===== config.mk =====
export PLATFORM = sky130hd
export DESIGN_NAME = sfu_acc_ctrl
export DESIGN_NICKNAME = d
export VERILOG_FILES = /design/src/rtl/sfu_pkg.sv /design/src/rtl/sfu_addr_cnt.sv /design/src/rtl/sfu_acc_ctrl.sv
export SDC_FILE = /design/constraint.sdc
export NUM_CORES = 1
export LEC_CHECK = 0
export BUFFER_PORTS_ARGS = -buffer_cell sky130_fd_sc_hd__buf_4
export CORE_ASPECT_RATIO = 0.7
export CORE_MARGIN = 3
export CORE_UTILIZATION = 56
export CTS_CLUSTER_DIAMETER = 100
export DETAILED_ROUTE_END_ITERATION = 8
export PLACE_DENSITY = 0.77
export SLEW_MARGIN = 10
export SYNTH_ARGS = -nofsm -noshare
export SYNTH_HDL_FRONTEND = slang
export SYNTH_HIERARCHICAL = 1
export SYNTH_SLANG_ARGS = --single-unit

===== constraint.sdc =====
create_clock -name clk -period 3.8 [get_ports clk]
set_clock_uncertainty 0.2 [all_clocks]
set_input_delay 0.19 -clock clk [delete_from_list [all_inputs] [get_ports clk]]
set_output_delay 0.19 -clock clk [all_outputs]
set_load 0.05 [all_outputs]

===== src/rtl/sfu_pkg.sv =====
// Shared constants and FSM state encoding for the SFU accumulator sequencer,
// SFU bank and core controller.
package sfu_pkg;

    localparam int unsigned SFU_ADDR_NUM = 16;
    localparam int unsigned SFU_SEL_W    = 4;
    localparam int unsigned SFU_KIJ_W    = 4;

    typedef logic [2:0] sfu_state_t;

    localparam sfu_state_t ST_IDLE  = 3'd0;
    localparam sfu_state_t ST_CLEAR = 3'd1;
    localparam sfu_state_t ST_ACC   = 3'd2;
    localparam sfu_state_t ST_DRAIN = 3'd3;
    localparam sfu_state_t ST_DONE  = 3'd4;

endpackage


===== src/rtl/sfu_addr_cnt.sv =====
// Modulo-ADDR_NUM slot counter with a wrap pulse; shared by the accumulate
// pass and the readout sweep.
module sfu_addr_cnt #(
    parameter int unsigned ADDR_NUM = 16,
    parameter int unsigned SEL_W    = 4
) (
    input  logic             clk,
    input  logic             reset,
    input  logic             i_clr,
    input  logic             i_inc,
    output logic [SEL_W-1:0] o_cnt,
    output logic [SEL_W-1:0] o_nxt,
    output logic             o_wrap
);

    localparam logic [SEL_W-1:0] LAST = SEL_W'(ADDR_NUM - 1);

    logic [SEL_W-1:0] r_cnt;

    always_comb begin
        o_nxt = (r_cnt == LAST) ? '0 : r_cnt + SEL_W'(1);
    end

    assign o_cnt  = r_cnt;
    assign o_wrap = i_inc && (r_cnt == LAST);

    always_ff @(posedge clk) begin
        if (reset || i_clr) begin
            r_cnt <= '0;
        end else if (i_inc) begin
            r_cnt <= o_nxt;
        end
    end

endmodule


===== src/rtl/sfu_acc_ctrl.sv =====
// SFU accumulator sequencer: clear, accumulate num_kij passes from the ofifo,
// then sweep the bank for readout. Optional ReLU strobe via SFU_RELU_EN.
module sfu_acc_ctrl
    import sfu_pkg::*;
#(
    parameter int unsigned ADDR_NUM = SFU_ADDR_NUM,
    parameter int unsigned SEL_W    = SFU_SEL_W,
    parameter int unsigned KIJ_W    = SFU_KIJ_W
) (
    input  logic             clk,
    input  logic             reset,
    input  logic             start,
    input  logic [KIJ_W-1:0] num_kij,
    input  logic             ofifo_valid,
    output logic             ofifo_rd,
    output logic             acc,
    output logic             clr,
    output logic [SEL_W-1:0] sel_line,
    output logic             rd_out,
    output logic             relu_en,
    output logic             busy,
    output logic             done
);

    sfu_state_t       r_state;
    sfu_state_t       w_state_nxt;
    logic [KIJ_W-1:0] r_kij_tgt;
    logic [KIJ_W-1:0] r_kij;
    logic             r_pop_done;
    logic [SEL_W-1:0] r_pop_sel;
    logic             r_ofifo_rd;
    logic             r_acc;
    logic             r_clr;
    logic [SEL_W-1:0] r_sel;
    logic             r_rd_out;
    logic             r_busy;
    logic             r_done;

    logic             w_pop;
    logic             w_enter_drain;
    logic             w_drain_step;
    logic             w_cnt_inc;
    logic             w_cnt_clr;
    logic [SEL_W-1:0] w_cnt;
    logic [SEL_W-1:0] w_cnt_nxt;
    logic             w_cnt_wrap;

    assign w_pop         = (r_state == ST_ACC) && !r_pop_done && ofifo_valid;
    // Wait for the last pop's acc to go out before the readout sweep starts.
    assign w_enter_drain = (r_state == ST_ACC) && r_pop_done && !r_ofifo_rd;
    assign w_drain_step  = (r_state == ST_DRAIN) && !w_cnt_wrap;
    assign w_cnt_inc     = w_pop || (r_state == ST_DRAIN);
    assign w_cnt_clr     = (r_state == ST_CLEAR) || w_enter_drain;

    sfu_addr_cnt #(
        .ADDR_NUM (ADDR_NUM),
        .SEL_W    (SEL_W)
    ) u_addr_cnt (
        .clk    (clk),
        .reset  (reset),
        .i_clr  (w_cnt_clr),
        .i_inc  (w_cnt_inc),
        .o_cnt  (w_cnt),
        .o_nxt  (w_cnt_nxt),
        .o_wrap (w_cnt_wrap)
    );

    always_comb begin
        w_state_nxt = r_state;
        case (r_state)
            ST_IDLE:  if (start) w_state_nxt = ST_CLEAR;
            ST_CLEAR: w_state_nxt = ST_ACC;
            ST_ACC:   if (w_enter_drain) w_state_nxt = ST_DRAIN;
            ST_DRAIN: if (w_cnt_wrap) w_state_nxt = ST_DONE;
            ST_DONE:  w_state_nxt = ST_IDLE;
            default:  w_state_nxt = ST_IDLE;
        endcase
    end

    always_ff @(posedge clk) begin
        if (reset) begin
            r_state    <= ST_IDLE;
            r_kij_tgt  <= '0;
            r_kij      <= '0;
            r_pop_done <= 1'b0;
            r_pop_sel  <= '0;
            r_ofifo_rd <= 1'b0;
            r_acc      <= 1'b0;
            r_clr      <= 1'b0;
            r_sel      <= '0;
            r_rd_out   <= 1'b0;
            r_busy     <= 1'b0;
            r_done     <= 1'b0;
        end else begin
            r_state    <= w_state_nxt;
            r_busy     <= (w_state_nxt != ST_IDLE);
            r_clr      <= (r_state == ST_IDLE) && start;
            r_done     <= (r_state == ST_DRAIN) && w_cnt_wrap;
            r_ofifo_rd <= w_pop;
            r_acc      <= r_ofifo_rd;
            r_rd_out   <= w_enter_drain || w_drain_step;

            if (w_pop) begin
                r_pop_sel <= w_cnt;
            end

            if (r_ofifo_rd) begin
                r_sel <= r_pop_sel;
            end else if (w_enter_drain) begin
                r_sel <= '0;
            end else if (w_drain_step) begin
                r_sel <= w_cnt_nxt;
            end

            if ((r_state == ST_IDLE) && start) begin
                r_kij_tgt <= (num_kij == '0) ? KIJ_W'(1) : num_kij;
            end

            if (r_state == ST_CLEAR) begin
                r_kij      <= '0;
                r_pop_done <= 1'b0;
            end else if ((r_state == ST_ACC) && w_cnt_wrap) begin
                if (r_kij == r_kij_tgt - KIJ_W'(1)) begin
                    r_pop_done <= 1'b1;
                end else begin
                    r_kij <= r_kij + KIJ_W'(1);
                end
            end
        end
    end

`ifdef SFU_RELU_EN
    logic r_relu_en;

    always_ff @(posedge clk) begin
        if (reset) begin
            r_relu_en <= 1'b0;
        end else begin
            r_relu_en <= w_enter_drain || w_drain_step;
        end
    end

    assign relu_en = r_relu_en;
`else
    assign relu_en = 1'b0;
`endif

    assign ofifo_rd = r_ofifo_rd;
    assign acc      = r_acc;
    assign clr      = r_clr;
    assign sel_line = r_sel;
    assign rd_out   = r_rd_out;
    assign busy     = r_busy;
    assign done     = r_done;

endmodule

## Word-level counts from Yosys, hierarchy flattened

Index checks and enable logic that the tools add are counted.

- Register bits after elaboration: 30
- Input bits: 8

- Mux-type cells: 9
- Equality and inequality tests: 5
- Reductions and logical operators: 23
- $add $sub $neg: 3
- Bitwise logic cells: 1

Operators by type and width:

| cell | number |
|---|---|
| $mux W4 | 5 |
| $pmux W3 S4 | 1 |
| $logic_and A1 B1 Y1 | 9 |
| $mux W3 | 3 |
| $add A4 B1 Y4 const B | 2 |
| $eq A3 B2 Y1 const B | 2 |
| $reduce_bool A3 Y1 | 2 |
| $eq A4 B4 Y1 | 1 |
| $eq A4 B4 Y1 const B | 1 |
| $logic_not A4 Y1 | 1 |
| $logic_or A1 B1 Y1 | 4 |
| $reduce_and A2 Y1 | 2 |
| $sub A4 B1 Y4 const B | 1 |
| $eq A3 B1 Y1 const B | 1 |
| $logic_not A1 Y1 | 3 |
| $logic_not A3 Y1 | 1 |
| $reduce_or A2 Y1 | 1 |
| $not A1 Y1 | 1 |

## Depth between registers and ports, before layout

- Depth after elaboration: 10
- Mapped depth: 9
- Depth with buffers taken out: 8

## Modules after synthesis

The synthesis kept the hierarchy.

Modules (own cells, without submodules):

| module | area an instance (µm²) | cells each | instances |
|---|---|---|---|
| sfu_acc_ctrl | 1,325.0 | 149 | 1 |
| sfu_addr_cnt | 230.2 | 22 | 1 |

## Worst setup path after synthesis

Ideal clock, no wire load.

- Kind: register to register
- Start point: register r_state[0]
- End point: register r_kij[3]
- Data required time: 3,527 ps
- Path buffers: 1
- Slack: 1,065 ps
- Stages on the path, launching flop included: 10
- Arrival time: 2,462 ps
- Cell sequence: dfxtp_1 -> clkbuf_1 -> nor2b_1 -> nand3_1 -> o21ai_0 -> and4_1 -> nand4bb_4 -> or4_1 -> a311o_1 -> o211ai_2

- Cells in the longest elaborated chain, start to end: 7
- Elaborated cells between the ends (all ways): 10

RTL lines:

| element | RTL line | text |
|---|---|---|
| from (decl) | sfu_acc_ctrl.sv:25 | `sfu_state_t r_state;` |
| from (signal assigned) | sfu_acc_ctrl.sv:95 | `r_state <= w_state_nxt;` |
| $eq A3 B2 Y1 | sfu_acc_ctrl.sv:48 | `assign w_pop = (r_state == ST_ACC) && !r_pop_done && ofifo_valid;` |
| $logic_and A1 B1 Y1 (2 in series) | sfu_acc_ctrl.sv:48 |  |
| $logic_or A1 B1 Y1 * | sfu_acc_ctrl.sv:52 | `assign w_cnt_inc = w_pop \|\| (r_state == ST_DRAIN);` |
| named net w_cnt_inc | sfu_acc_ctrl.sv:42 | `logic w_cnt_inc;` |
| $logic_and A1 B1 Y1 * | sfu_addr_cnt.sv:25 | `assign o_wrap = i_inc && (r_cnt == LAST);` |
| named net w_cnt_wrap | sfu_acc_ctrl.sv:46 | `logic w_cnt_wrap;` |
| $logic_and A1 B1 Y1 * | sfu_acc_ctrl.sv:122 | `end else if ((r_state == ST_ACC) && w_cnt_wrap) begin` |
| $reduce_and A2 Y1 (no source line) * | - |  |
| to (signal assigned) | sfu_acc_ctrl.sv:126 | `r_kij <= r_kij + KIJ_W'(1);` |
| to (decl) | sfu_acc_ctrl.sv:28 | `logic [KIJ_W-1:0] r_kij;` |

Mark *: on every way through the listed nets, which the timed path passes. The rest lies on a longest branch.
A chain may end at the register's enable or synchronous reset.

## Worst setup path in the final report

- Start point: register r_state[1]
- End point: register r_kij[3]

Same word-level chain as after synthesis.

==> qor_table.md <==
| Item | Value |
|---|---|
| Maximum vdd ir drop | 0.0002723 V |
| Unique masters post-synth | 51 |
| R2r setup slk | 0.64 ns |
| Clock transition time at the flip-flop clock pins of the worst setup and hold paths | 0.06 ns |
| Synth Register Bits | 30 |
| Unrepaired setup endpoints after global routing | no |
| Leading cell type in the layout, fill and taps excluded | dfxtp_1 |
| Arr. time, crit path | 3.17 ns |
| Cell taking the most area after synthesis | dfxtp_1 |
| Reported leakage power | 0.7202 nW |
| Nets in the synthesized netlist | 182 |
| Tmin final | 3.161 ns |
| Area Overhead vs Synth | 15.61% |
| Warnings from Yosys | 6 |
| Clock latency at the later pin of the worst-skew pair | 0.28 ns |
| Number of post-CTS setup repair buffers | 0 |
| Post-synth top flop | dfxtp_1 |
| Initial antenna violation count | 0 |
| CTS sink count | 30 |
| Placeable Area | 2552 um^2 |
| Area share of the largest cell type after synthesis | 0.3862 |
| Routed Antenna Nets | 0 |
| Number of global-route vias before repair | 1187 |
| Starting density of the core | 0.6093 |
| Cell count of the worst reg-to-reg path | 8 |
| End of the worst register-to-register path | r_kij[3] |
| Chip width | 68.99 um |
| Post-route total power | 708.5 uW |
| Total of hold buffers inserted after clock tree synthesis | 4 |
| Number of fill cells | 195 |
| Max Clock Freq | 0.3164 GHz |
| Worst slew pin tran | 1.253 ns |
| Post-DP HPWL | 2.375 mm |
| RePlAce Congestion | 0.8732 |
| Antenna fix cells | 0 |
| Dpl cell area | 1667 um^2 |
| FF/Latch Area | 600.6 um^2 |
| Number of endpoints failing setup at the final stage | 0 |
| Delay of the slowest critical-path stage | 0.53 ns |
| Final max-slew violation count | 0 |
| Cell with the largest stage delay on the worst path | dfxtp_1 |
| Clock buffer depth | 2 |
| Top library cells by usage in the layout, fill and taps aside | dfxtp_1 (30), buf_4 (17), nor2_1 (16), nor3_1 (16), mux2i_1 (9) |
| Floorplan die area | 3455 um^2 |
| Number of detailed-routing iterations run before antenna repair | 4 |
| Endpoint class of the critical path | flip-flop |
| Post-route standard cell area excluding fillers | 1798 um^2 |
| Rel. slew slack | 0.1631 |
| Min-Delay Startpoint | num_kij[0] |
| Number of placed I/O pins | 19 |
| Count of unresolved DRC violations after routing | 0 |
| NumNets Final | 200 |
| Number of maximum-capacitance constraint violations | 0 |
| Worst-path maximum fanout | 10 |
| Total global routing overflow | 0 |
| Area of the mapped netlist | 1555 um^2 |
| Layout Utilization | 0.7044 |
| CTS tree | done |
| Final Routed Wirelength | 3.349 mm |
| Total CTS buffers | 5 |
| Synth Instances | 171 |
| Launching point of the worst reg2reg path | r_state[1] |
| Global router's overall resource usage | 0.2193 |
| Run status | finished, final reports clean |
| Via count | 1363 |
| Master cell of the clock root buffer | clkbuf_8 |
| Area of the multi-input gates | 877.1 um^2 |
| Cell-by-cell trace of the critical path | nor2b_1 -> nand3_1 -> o21ai_0 -> and4_1 -> nand4bb_4 -> or4_1 -> a311o_1 -> o211ai_2 |
| Overall die height | 50.09 um |
| Count of input and output buffers | 17 |
| Critical path class | flip-flop to flip-flop |
| Number of cells traversed by the worst hold path | 3 |
| Share of synthesized registers carrying an async set or reset | 0 |
| CTS HTree Levels | 2 |
| Top cells by area in the synthesized netlist | dfxtp_1 (39%), mux2i_1 (5.8%), nor3_1 (5.1%) |
| Share of the clock period used by the worst path | 0.8318 |
| Synthesized area per cell | 9.095 um^2 |
| Count of routing violations after the opening detailed-route iteration | 178 |
| Final Hold Fails | 0 |
| Worst setup startpoint | r_state[1] |
| Min-Delay Endpoint | r_kij_tgt[0] |
| Maximum number of pins on one net before global-route repair | 37 |
| Count of flip-flops with a built-in enable after synthesis | 0 |
| Share of layout cells above drive strength 1 | 0.1737 |
| Critical path launch point type | flip-flop |
| Cell row count | 15 |
| Sequential-to-total area share from yosys stat | 0.3862 |
| PwrDens | 394.1 nW/um^2 |
| Wire length of the first global-routing pass | 5.478 mm |
| Per-cell routed wire length | 14.95 um |
| WP data required | 3.81 ns |
| Fin Hold WS | 0.06327 ns |
| Gates resized, CTS repair | 0 |
| Fin Setup TNS | 0 ns |
| Class of the most critical hold timing path | primary input to flip-flop |
| Number of vias per cell after detailed routing | 6.085 |
==> registers in the layout (all words and copies together) (netlist names) <==
register / cells
r_kij: 4
r_pop_sel: 4
u_addr_cnt/o_cnt: 4
r_kij_tgt: 4
sel_line: 4
acc: 1
r_state: 3
r_pop_done: 1
busy: 1
done: 1
ofifo_rd: 1
clr: 1
rd_out: 1
==> report_power, final <==
part           switching [mW]  internal (mW)  total (mW)  leakage [nW]
Clock                   0.114          0.146       0.259        0.0482
Sequential             0.0125          0.325       0.338         0.244
Combinational          0.0704         0.0410       0.111         0.428
==> final cells by class <==
cell class,instances,area share
Clock buffer,7,0.04802
Clock inverter,1,0.002784
Multi-Input combinational cell,126,0.4878
Sequential cell,30,0.3340
Tap cell,34,0.02366
Timing Repair Buffer,21,0.09325
Inverter,5,0.01044
==> layer usage <==
metal / track usage / wire length [um]
met3: 0.07973 / 231
met1: 0.3128 / 1640
met4: 0.1068 / 57
met2: 0.2848 / 1420
met5: 0 / 0
==> logic make-up after synthesis <==
logic type	Yosys count	share of synthesized area
other	1	0.002411
buffers and inverters	15	0.04988
adder cells (fa/ha/maj)	3	0.02414
multiplexers	9	0.05793
XOR/XNOR	7	0.03942
AND/OR/NAND/NOR	71	0.2687
flip-flops	30	0.3862
AO/OA/AOI/OAI	35	0.1714
==> worst max-delay path: cells and delay by family, from the launching register on <==
family | cells | cell delay (ns)
AND/OR/NAND/NOR | 5 | 1.56
AO/OA/AOI/OAI | 3 | 0.80
flip-flops | 1 | 0.53
==> synth_stat cells (2+ instances only) <==
master and instances:
a211oi_1 2, ha_1 3, buf_6 2, nand3_1 6
buf_2 2, xor2_1 4, a31oi_1 4, nor3b_1 4
a221oi_1 4, nor4b_1 2, nor3_1 16, nand4_1 3
a211o_1 2, nand3b_1 2, nor2b_1 3, a21oi_1 4
mux2i_1 9, nor2_1 16, nor4_1 3, dfxtp_1 30
or2_2 2, a41oi_1 2, xnor2_1 3, nand2_1 3
buf_1 2, inv_1 5, nand2b_1 3, clkbuf_1 3
o21ai_0 5
==> metrics by stage <==
step / instances / setup slack (ns)
5_1_grt: 224 / 0.4826
3_3_place_gp: 212 / 0.8578
6_report: 224 / 0.6390
4_1_cts: 224 / 0.6727
2_1_floorplan: 171 / 1.065
3_5_place_dp: 212 / 0.7129
==> worst max path at each step <==
stage	end	cells past startpoint	slack, ns
2_1_floorplan	r_kij[3]	9	1.06
3_3_place_gp	r_kij[3]	8	0.86
3_5_place_dp	r_kij[3]	8	0.71
4_1_cts	r_kij[3]	8	0.67
5_1_grt	r_kij[3]	8	0.48
6_report	r_kij[3]	8	0.64
No activity file was read; power rests on OpenSTA's default activity.
